**src/rtl/boom_iomshr_pkg.sv**
```systemverilog
// boom_iomshr_pkg: shared constants and types for the IO MSHR scheduler.
// Holds mem_cmd encodings, slot state type and width helper.
package boom_iomshr_pkg;

    localparam logic [4:0] M_XRD       = 5'h0;
    localparam logic [4:0] M_XWR       = 5'h1;
    localparam logic [4:0] M_PFR       = 5'h2;
    localparam logic [4:0] M_PFW       = 5'h3;
    localparam logic [4:0] M_XA_SWAP   = 5'h4;
    localparam logic [4:0] M_FLUSH_ALL = 5'h5;
    localparam logic [4:0] M_XLR       = 5'h6;
    localparam logic [4:0] M_XSC       = 5'h7;

    localparam int N_SLOTS_MAX = 8;

    typedef enum logic {
        IDLE = 1'b0,
        BUSY = 1'b1
    } slot_state_e;

    // Index width that stays legal for a single-entry pool.
    function automatic int src_w(input int n);
        return (n > 1) ? $clog2(n) : 1;
    endfunction

endpackage

```
**src/rtl/boom_iomshr_order_fifo.sv**
```systemverilog
// boom_iomshr_order_fifo: slot-index FIFO recording allocation order.
// Ports: clock, reset (async, active-low), push/push_idx, pop, head, empty, full.
module boom_iomshr_order_fifo
    import boom_iomshr_pkg::*;
#(
    parameter int DEPTH = 2,
    parameter int W     = 1
) (
    input  logic         clock,
    input  logic         reset,
    input  logic         push,
    input  logic [W-1:0] push_idx,
    input  logic         pop,
    output logic [W-1:0] head,
    output logic         empty,
    output logic         full
);

    localparam int PW = src_w(DEPTH);
    localparam int CW = $clog2(DEPTH + 1);

    logic [W-1:0]  mem_q [DEPTH];
    logic [PW-1:0] rd_q;
    logic [PW-1:0] wr_q;
    logic [CW-1:0] cnt_q;

    // Pointers wrap explicitly so non-power-of-two depths work.
    function automatic logic [PW-1:0] ptr_inc(input logic [PW-1:0] p);
        return (p == PW'(DEPTH - 1)) ? '0 : p + PW'(1);
    endfunction

    always_ff @(posedge clock or negedge reset) begin
        if (!reset) begin
            rd_q  <= '0;
            wr_q  <= '0;
            cnt_q <= '0;
            for (int i = 0; i < DEPTH; i++) begin
                mem_q[i] <= '0;
            end
        end else begin
            if (push) begin
                mem_q[wr_q] <= push_idx;
                wr_q        <= ptr_inc(wr_q);
            end
            if (pop) begin
                rd_q <= ptr_inc(rd_q);
            end
            unique case ({push, pop})
                2'b10:   cnt_q <= cnt_q + CW'(1);
                2'b01:   cnt_q <= cnt_q - CW'(1);
                default: cnt_q <= cnt_q;
            endcase
        end
    end

    assign head  = mem_q[rd_q];
    assign empty = (cnt_q == '0);
    assign full  = (cnt_q == CW'(DEPTH));

endmodule

```
**src/rtl/boom_iomshr_sched.sv**
```systemverilog
// boom_iomshr_sched: allocates IO requests to IO MSHR slots, NACKs SC,
// orders A-channel grants by allocation, routes D beats, drains on fence.
// Ports: req_* in / req_ready, nack_*; slot_* alloc/broadcast/done;
// slot_a_* and a_* (merged A); d_* and slot_d_* (D routing);
// fence_req / fence_done. reset is async, active-low.
// Optional: IOMSHR_SCHED_ASSERT_EN adds concurrent checks.
module boom_iomshr_sched
    import boom_iomshr_pkg::*;
#(
    parameter int N_SLOTS = 2,
    parameter int ADDR_W  = 40,
    parameter int DATA_W  = 64,
    parameter int TAG_W   = 8
) (
    input  logic                        clock,
    input  logic                        reset,
    input  logic                        req_valid,
    output logic                        req_ready,
    input  logic [4:0]                  req_cmd,
    input  logic [ADDR_W-1:0]           req_addr,
    input  logic [DATA_W-1:0]           req_data,
    input  logic [TAG_W-1:0]            req_tag,
    output logic                        nack_valid,
    output logic [TAG_W-1:0]            nack_tag,
    output logic [N_SLOTS-1:0]          slot_alloc,
    output logic [ADDR_W-1:0]           slot_addr,
    output logic [DATA_W-1:0]           slot_data,
    output logic [TAG_W-1:0]            slot_tag,
    output logic [4:0]                  slot_cmd,
    input  logic [N_SLOTS-1:0]          slot_done,
    input  logic [N_SLOTS-1:0]          slot_a_valid,
    output logic [N_SLOTS-1:0]          slot_a_ready,
    output logic                        a_valid,
    input  logic                        a_ready,
    output logic [src_w(N_SLOTS)-1:0]   a_source,
    input  logic                        d_valid,
    input  logic [src_w(N_SLOTS)-1:0]   d_source,
    output logic                        d_ready,
    output logic [N_SLOTS-1:0]          slot_d_valid,
    input  logic [N_SLOTS-1:0]          slot_d_ready,
    input  logic                        fence_req,
    output logic                        fence_done
);

    localparam int SW = src_w(N_SLOTS);

    slot_state_e          state_q [N_SLOTS];
    slot_state_e          state_d [N_SLOTS];
    logic [N_SLOTS-1:0]   idle;
    logic [N_SLOTS-1:0]   alloc_oh;
    logic [SW-1:0]        alloc_idx;
    logic                 is_sc;
    logic                 open;
    logic                 sc_acc;
    logic                 fifo_push;
    logic                 fifo_pop;
    logic [SW-1:0]        fifo_head;
    logic                 fifo_empty;
    logic                 fifo_full;

    always_comb begin
        for (int i = 0; i < N_SLOTS; i++) begin
            idle[i] = (state_q[i] == IDLE);
        end
    end

    // Acceptance is held off while in reset so all outputs read 0.
    assign is_sc = (req_cmd == M_XSC);
    assign open  = req_valid & ~fence_req & reset;

    always_comb begin
        req_ready = 1'b0;
        unique case (1'b1)
            is_sc:   req_ready = open;
            default: req_ready = open & (|idle) & ~fifo_full;
        endcase
    end

    assign sc_acc = req_ready & is_sc;

    // Lowest set bit of the idle vector.
    assign alloc_oh   = idle & (~idle + N_SLOTS'(1));
    assign slot_alloc = (req_ready & ~is_sc) ? alloc_oh : '0;

    always_comb begin
        alloc_idx = '0;
        for (int i = 0; i < N_SLOTS; i++) begin
            if (alloc_oh[i]) alloc_idx = SW'(i);
        end
    end

    assign slot_addr = req_addr;
    assign slot_data = req_data;
    assign slot_tag  = req_tag;
    assign slot_cmd  = req_cmd;

    always_comb begin
        for (int i = 0; i < N_SLOTS; i++) begin
            state_d[i] = state_q[i];
            unique case (state_q[i])
                IDLE: if (slot_alloc[i]) state_d[i] = BUSY;
                BUSY: if (slot_done[i])  state_d[i] = IDLE;
                default: state_d[i] = IDLE;
            endcase
        end
    end

    always_ff @(posedge clock or negedge reset) begin
        if (!reset) begin
            for (int i = 0; i < N_SLOTS; i++) begin
                state_q[i] <= IDLE;
            end
        end else begin
            for (int i = 0; i < N_SLOTS; i++) begin
                state_q[i] <= state_d[i];
            end
        end
    end

    always_ff @(posedge clock or negedge reset) begin
        if (!reset) begin
            nack_valid <= 1'b0;
            nack_tag   <= '0;
        end else begin
            nack_valid <= sc_acc;
            nack_tag   <= sc_acc ? req_tag : '0;
        end
    end

    assign fifo_push = |slot_alloc;

    boom_iomshr_order_fifo #(
        .DEPTH (N_SLOTS),
        .W     (SW)
    ) u_order (
        .clock    (clock),
        .reset    (reset),
        .push     (fifo_push),
        .push_idx (alloc_idx),
        .pop      (fifo_pop),
        .head     (fifo_head),
        .empty    (fifo_empty),
        .full     (fifo_full)
    );

    // Only the oldest allocated slot may present on A.
    assign a_valid  = ~fifo_empty & slot_a_valid[fifo_head];
    assign a_source = fifo_empty ? '0 : fifo_head;
    assign fifo_pop = a_valid & a_ready;

    always_comb begin
        slot_a_ready = '0;
        if (!fifo_empty) slot_a_ready[fifo_head] = a_ready;
    end

    always_comb begin
        slot_d_valid = '0;
        d_ready      = 1'b0;
        if (32'(d_source) < N_SLOTS) begin
            slot_d_valid[d_source] = d_valid;
            d_ready                = slot_d_ready[d_source];
        end
    end

    assign fence_done = fence_req & reset & (&idle) & fifo_empty;

`ifdef IOMSHR_SCHED_ASSERT_EN
`ifndef PRINTF_COND_
`define PRINTF_COND_ 1'b1
`endif

    a_no_sc: assert property (@(posedge clock) disable iff (!reset)
        (|slot_alloc) |-> (slot_cmd != M_XSC))
    else begin
`ifndef SYNTHESIS
        if (`PRINTF_COND_) $display("IO MSHR got SC");
`endif
    end

    a_alloc_1h: assert property (@(posedge clock) disable iff (!reset)
        $onehot0(slot_alloc))
    else begin
`ifndef SYNTHESIS
        if (`PRINTF_COND_) $display("slot_alloc not onehot0");
`endif
    end

    a_push_full: assert property (@(posedge clock) disable iff (!reset)
        !(fifo_push && fifo_full))
    else begin
`ifndef SYNTHESIS
        if (`PRINTF_COND_) $display("order fifo push when full");
`endif
    end

    a_pop_empty: assert property (@(posedge clock) disable iff (!reset)
        !(fifo_pop && fifo_empty))
    else begin
`ifndef SYNTHESIS
        if (`PRINTF_COND_) $display("order fifo pop when empty");
`endif
    end

    a_d_busy: assert property (@(posedge clock) disable iff (!reset)
        d_valid |-> (32'(d_source) < N_SLOTS && !idle[d_source]))
    else begin
`ifndef SYNTHESIS
        if (`PRINTF_COND_) $display("D beat to idle slot");
`endif
    end
`endif

endmodule
```
**config.mk**
```make
export PLATFORM = sky130hd
export DESIGN_NAME = boom_iomshr_sched
export DESIGN_NICKNAME = d
export VERILOG_FILES = /design/src/rtl/boom_iomshr_pkg.sv /design/src/rtl/boom_iomshr_order_fifo.sv /design/src/rtl/boom_iomshr_sched.sv
export SDC_FILE = /design/constraint.sdc
export NUM_CORES = 1
export LEC_CHECK = 0
export BUFFER_PORTS_ARGS = -buffer_cell sky130_fd_sc_hd__buf_4
export CORE_AREA = 2 2 104 106
export CTS_BUF_LIST = sky130_fd_sc_hd__clkbuf_4 sky130_fd_sc_hd__clkbuf_8
export CTS_CLUSTER_DIAMETER = 40
export DETAILED_ROUTE_END_ITERATION = 10
export DIE_AREA = 0 0 106 108
export GPL_ROUTABILITY_DRIVEN = 1
export GPL_TIMING_DRIVEN = 0
export PLACE_DENSITY_LB_ADDON = 0.12
export SYNTH_ARGS = -nofsm -noshare
export SYNTH_HDL_FRONTEND = slang
export SYNTH_SLANG_ARGS = --single-unit
```
**constraint.sdc**
```tcl
create_clock -name clock -period 3.1 [get_ports clock]
set_clock_uncertainty 0.05 [all_clocks]
set_input_delay 0.62 -clock clock [delete_from_list [all_inputs] [get_ports clock]]
set_output_delay 0.62 -clock clock [all_outputs]
set_load 0.03 [all_outputs]
```
After elaboration in Yosys (flattened, before gate mapping)
Index checks and enable logic that the tools add are counted.
W data, S select, Z words.
- $add $sub $neg: 5
- multiply operators: 0
- div/mod/pow operators: 0
- $lt $le $gt $ge: 7
- equality and inequality tests: 4
- shift-type cells: 0
- muxes and demuxes: 29
- bitwise operators: 23
- reduce and logical (&&, ||, !) cells: 8
- operators with widths (operator ; number):
    $mux W1 ; 19
    $and A1 B1 Y1 ; 11
    $mux W8 ; 1
    $and A2 B2 Y2 ; 3
    $not A1 Y1 ; 6
    $eq A5 B3 Y1 const B ; 1
    $add A2 B1 Y2 const B ; 2
    $eq A2 B2 Y1 const B ; 2
    $ge A2 B2 Y1 const B ; 2
    $lt A1 B2 Y1 const B ; 2
    $mux W2 ; 2
    $not A1 Y2 ; 2
    $pmux W1 S2 ; 2
    $pmux W2 S2 ; 1
    $reduce_or A2 Y1 ; 2
    $demux W1 S1 ; 3
    $logic_and A1 B1 Y1 ; 3
    $add A1 B1 Y1 const B ; 2
    $bwmux W2 ; 1
    $eq A2 B1 Y1 const B ; 1
    $ge A1 B1 Y1 const B ; 2
    $logic_not A2 Y1 ; 1
    $lt A2 B1 Y1 const B ; 1
    $not A2 Y2 ; 1
    other kinds (3) ; 3
- flip-flop bits (word level): 17
- bits in latches: 0
- RAM bits: 0
- bits in read-only memories: 0
- output and inout bits: 137
- memories kept: 0

Longest topological paths before layout
- depth after elaboration: 11
- gate-level depth with buffers: 7
- gate-level depth less buffers: 7

Hierarchy
A second synthesis with hierarchy kept.
- cell total of the unflattened synthesis: 183
- area, all modules: 1691.6 µm²
- modules (own cells, without submodules) (module ; times used ; cells an instance ; area an instance (µm²)):
    boom_iomshr_sched ; 1 ; 162 ; 1423.9
    boom_iomshr_order_fifo ; 1 ; 21 ; 267.8

Worst setup path before layout
OpenSTA, ideal clock, no wires.
- path type: input -> output
- start point: input req_cmd[4]
- end point: output slot_alloc[1]
- data arrival time: 1.466 ns
- required time: 2.430 ns
- path slack: 0.964 ns
- cell stages on the path: 4
- buffers on the path: 0
- cell sequence: nor2_1 -> nand4_1 -> nand3_1 -> nor2_1
- word-level cells in the longest chain between the ends: 4
- elaborated cells between the ends (all ways): 5
- those cells by class: eq/ne: 1; mux: 2; bitwise: 2
- RTL lines (element ; RTL line ; source):
    start: declaration ; boom_iomshr_sched.sv:19 ; input logic [4:0] req_cmd,
    $eq A5 B3 Y1 * ; boom_iomshr_sched.sv:68 ; assign is_sc = (req_cmd == M_XSC);
    $mux W1 / $not A1 Y1 (equally long branches) ; boom_iomshr_sched.sv:73, boom_iomshr_sched.sv:83 ;
    $and A1 B1 Y1 * ; boom_iomshr_sched.sv:83 ; assign slot_alloc = (req_ready & ~is_sc) ? alloc_oh : '0;
    $mux W2 * ; boom_iomshr_sched.sv:83 ;
    end: declaration ; boom_iomshr_sched.sv:25 ; output logic [N_SLOTS-1:0] slot_alloc,
Mark *: on every way between the ends. The rest lies on a longest branch, timed or not.

Worst setup path after layout
- start point: input reset
- end point: output slot_alloc[1]
- word-level cells in the longest chain between the ends: 6
- RTL lines (element ; RTL line ; source):
    start: declaration ; boom_iomshr_sched.sv:16 ; input logic reset,
    $and A1 B1 Y1 * ; boom_iomshr_sched.sv:69 ; assign open = req_valid & ~fence_req & reset;
    $and A1 B1 Y1 (2 in a row) ; boom_iomshr_sched.sv:75 ; default: req_ready = open & (|idle) & ~fifo_full;
    $mux W1 * ; boom_iomshr_sched.sv:73 ; unique case (1'b1)
    $and A1 B1 Y1 * ; boom_iomshr_sched.sv:83 ;
    $mux W2 * ; boom_iomshr_sched.sv:83 ;
Marks and branches as above.

==> results.py <==
metrics = {
    "clocking": {
        "root_buffer": "sky130_fd_sc_hd__clkbuf_8",
        "tritoncts": "done",
        "post_cts_hold_buffer_count": 0,
        "clkTransAtPathRegs_ps": 70,
        "cts_made_buffers": 3,
        "clock_insertion_delay_at_the_later_pin_of_the_skew_report_ps": 250,
        "postCtsSetupRepairBufs": 0,
        "postCtsResizedCells": 0,
        "ctsHtreeMaxLevel": 1,
        "tritoncts_num_sinks": 17,
        "clock_path_buffers": 2,
    },
    "flow_run": {
        "max_cap_viol_count": 0,
    },
    "detailed_routing": {
        "wirelength_um": 4979,
        "detail_route.vias_per_cell": 3.278,
        "drt.antenna.violating_nets": 0,
        "first_pass_iters": 2,
        "wl_per_cell_um": 10.16,
        "vias": 1606,
        "detailed_route_drc_error_count": 0,
        "first_iter_violations": 14,
    },
    "critical_path": {
        "critical_r2r_capture": "u_order.cnt_q[1]",
        "timing.critical_path.fanout_max": 19,
        "critPathKind": "primary input to output pin",
        "r2r_setup_slack_ps": 1280,
        "startpoint_type": "primary input",
        "worst-endpoint-required_ps": 2430,
        "worst-endpoint-arrival_ps": 1760,
        "r2r_cells": 6,
        "worstReg2RegStart": "u_order.rd_q",
        "setup.worst_path.start": "reset",
        "crit_path_end_kind": "output pin",
    },
    "power": {
        "power_switching_share_pct": 42.18,
        "power.combinational.fraction_pct": 59.9,
        "p_leak_nw": 1.751,
        "vdd.ir_drop.worst_uv": 124.6,
        "powerDensity_mw_per_mm2": 393.4,
        "p_int_mw": 0.6998,
        "clock_power_share_pct": 14.4,
        "power.net_switching_mw": 0.5104,
        "pwr-share-seq_pct": 25.7,
    },
    "timing": {
        "post_route_setup_slack_ps": 671.9,
        "worstMarginPinSlew_ps": 318.7,
        "finalSetupViolCount": 0,
        "hold_slack_ps": 182.9,
        "rsz0062_at_grt": "false",
        "setup_tns_ps": 0,
        "number_of_hold_violations_in_the_final_report": 0,
        "final.period_utilization_pct": 78.33,
        "maxSlewViolCount": 0,
        "timing.max_slew.rel_slack_pct": 78.73,
        "fmaxAchievable_mhz": 411.8,
        "finalWorstPathRequiredPeriod_ps": 2428,
    },
    "logic_synthesis": {
        "syn-num-nets": 319,
        "warnings_from_yosys": 0,
        "sequential_share_of_the_synthesized_area_pct": 25.91,
        "ys_ff_latch": 17,
        "synth_top_cells_by_area": "sky130_fd_sc_hd__buf_4, sky130_fd_sc_hd__dfrtp_1, sky130_fd_sc_hd__and2_1",
        "post-synth-top-area-cell": "sky130_fd_sc_hd__buf_4",
        "synth_cell_types": 25,
        "synth.top_cell.area_share_pct": 53.51,
        "postSynthCellCount": 188,
        "postSynthAreaPerCell_um2": 8.732,
        "synthesis.area_mm2": 0.001642,
    },
    "global_routing": {
        "grt_overflow": 0,
        "grt_use_total_pct": 7.380,
        "largest_net_degree_at_the_start_of_global_routing": 20,
        "vias_in_the_first_global_route": 1423,
        "initial_antenna_violation_count": 0,
        "global_route_wire_length_before_repair_um": 6748,
    },
    "place": {
        "dpl.cell_count": 486,
        "gp_routability_congestion": 0.6244,
        "number_of_port_buffers": 162,
        "post-place-ws_ps": 622.0,
        "total_half_perimeter_wirelength_after_legalization_and_detailed_placement_um": 4461,
    },
    "floorplanning": {
        "start_util_pct": 16.05,
        "num_rows": 37,
        "core_area_mm2": 0.01023,
        "fp.dieArea_mm2": 0.01145,
        "die_x_um": 106,
        "die_y_um": 108,
        "io_pins": 267,
    },
    "finish": {
        "final_cell_mix": "sky130_fd_sc_hd__buf_4, sky130_fd_sc_hd__dfrtp_1, sky130_fd_sc_hd__nor2_1",
        "diodes": 0,
        "fin_cells": 490,
        "synthToLayoutAreaGrowth_pct": 87.42,
        "postLayoutCoreUtil_pct": 30.07,
        "layout_cells_sized_above_1_pct": 81.36,
        "fillers": 1083,
        "finish.net_count": 486,
        "layout_commonest_cell": "sky130_fd_sc_hd__buf_4",
    },
    "status": {
        "run_status": "finished, final reports clean",
    },
    "hold_path": {
        "worstHoldPathType": "primary input to asynchronous set/reset pin",
    },
}
==> critical path: stages <==
cell and delay, ps:
sky130_fd_sc_hd__buf_4 240, sky130_fd_sc_hd__nand2_1 120, sky130_fd_sc_hd__nor2_1 180, sky130_fd_sc_hd__nand3_1 250
sky130_fd_sc_hd__nor2_1 170, sky130_fd_sc_hd__buf_4 170
==> cell usage after synthesis <==
| cell | instances |
|---|---|
| sky130_fd_sc_hd__a21oi_1 | 1 |
| sky130_fd_sc_hd__xnor2_1 | 4 |
| sky130_fd_sc_hd__mux2_1 | 1 |
| sky130_fd_sc_hd__nor2b_1 | 1 |
| sky130_fd_sc_hd__ha_1 | 1 |
| sky130_fd_sc_hd__or2_2 | 1 |
| sky130_fd_sc_hd__nand3_1 | 1 |
| sky130_fd_sc_hd__o21ai_0 | 1 |
| sky130_fd_sc_hd__nor2_2 | 2 |
| sky130_fd_sc_hd__and2_1 | 9 |
| sky130_fd_sc_hd__nand4b_1 | 1 |
| sky130_fd_sc_hd__and4_1 | 1 |
| sky130_fd_sc_hd__inv_2 | 1 |
| sky130_fd_sc_hd__mux2i_2 | 1 |
| sky130_fd_sc_hd__nand2_1 | 3 |
| sky130_fd_sc_hd__o21a_1 | 1 |
| sky130_fd_sc_hd__nand4_1 | 2 |
| sky130_fd_sc_hd__xor2_1 | 1 |
| sky130_fd_sc_hd__nor2_1 | 11 |
| sky130_fd_sc_hd__o22ai_1 | 1 |
| sky130_fd_sc_hd__inv_1 | 4 |
| sky130_fd_sc_hd__dfrtp_1 | 17 |
| sky130_fd_sc_hd__buf_4 | 117 |
| sky130_fd_sc_hd__mux2i_1 | 4 |
| sky130_fd_sc_hd__o21ai_1 | 1 |
==> kinds of logic (layout without fill, tap and decap cells) <==
group                    count (synthesis)  count (layout)  synth area share (%)
AO/OA/AOI/OAI                            5               5                 1.753
buffers and inverters                  122             288                 54.65
XOR/XNOR                                 5               5                 2.668
multiplexers                             6               6                 3.963
adder cells (fa/ha/maj)                  1               1                0.7621
AND/OR/NAND/NOR                         32              32                 10.29
flip-flops                              17              17                 25.91
==> registers in the layout, indices dropped and copies added (netlist names) <==
name	count
u_order.mem_q	2
nack_tag	8
state_q	2
nack_valid	1
u_order.wr_q	1
u_order.rd_q	1
u_order.cnt_q	2
==> per-stage QoR <==
step,power (mW),cell area (µm²)
final,1.210,3077
after CTS,1.232,3077
after floorplan,0.8057,1642
after detailed placement,1.048,3028
after global routing,1.286,3077
after global placement,1.042,3028
==> power by group through the flow <==
stage | Clock (mW) | Combinational, mW | Sequential (mW)
2_1_floorplan | 0 | 0.500 | 0.306
3_5_place_dp | 0 | 0.733 | 0.316
5_1_grt | 0.195 | 0.773 | 0.318
6_report | 0.175 | 0.725 | 0.311
4_1_cts | 0.187 | 0.734 | 0.312
3_3_place_gp | 0 | 0.729 | 0.313
==> worst max-delay path by stage <==
| stage | endpoint | slack, ps | depth (start not counted) |
|---|---|---|---|
| finish | slot_alloc[1] | 670 | 6 |
| CTS | slot_alloc[1] | 610 | 6 |
| detailed placement | slot_alloc[1] | 620 | 6 |
| floorplan | slot_alloc[1] | 960 | 4 |
| global route | slot_alloc[0] | 450 | 6 |
| global placement | slot_alloc[1] | 630 | 6 |
==> routing by layer <==
metal / vias up / wire, µm / GRT usage [%]
li1: 795 / - / -
met5: - / 0 / 0
met4: 0 / 23 / 1.692
met1: 672 / 1492 / 6.816
met2: 137 / 2674 / 14.24
met3: 2 / 788 / 3.978
==> cell type report <==
cell class	instances	area, µm²	share of cell area (%)
repair buffers	162	1216	39.53
flip-flops and latches	17	425.4	13.83
well taps	136	170.2	5.531
clock buffers	4	48.80	1.586
multi-input cells	49	319.1	10.37
plain buffers	117	878.3	28.55
inverters	5	18.77	0.6100
Note: power is estimated with default switching activity, not from simulation.
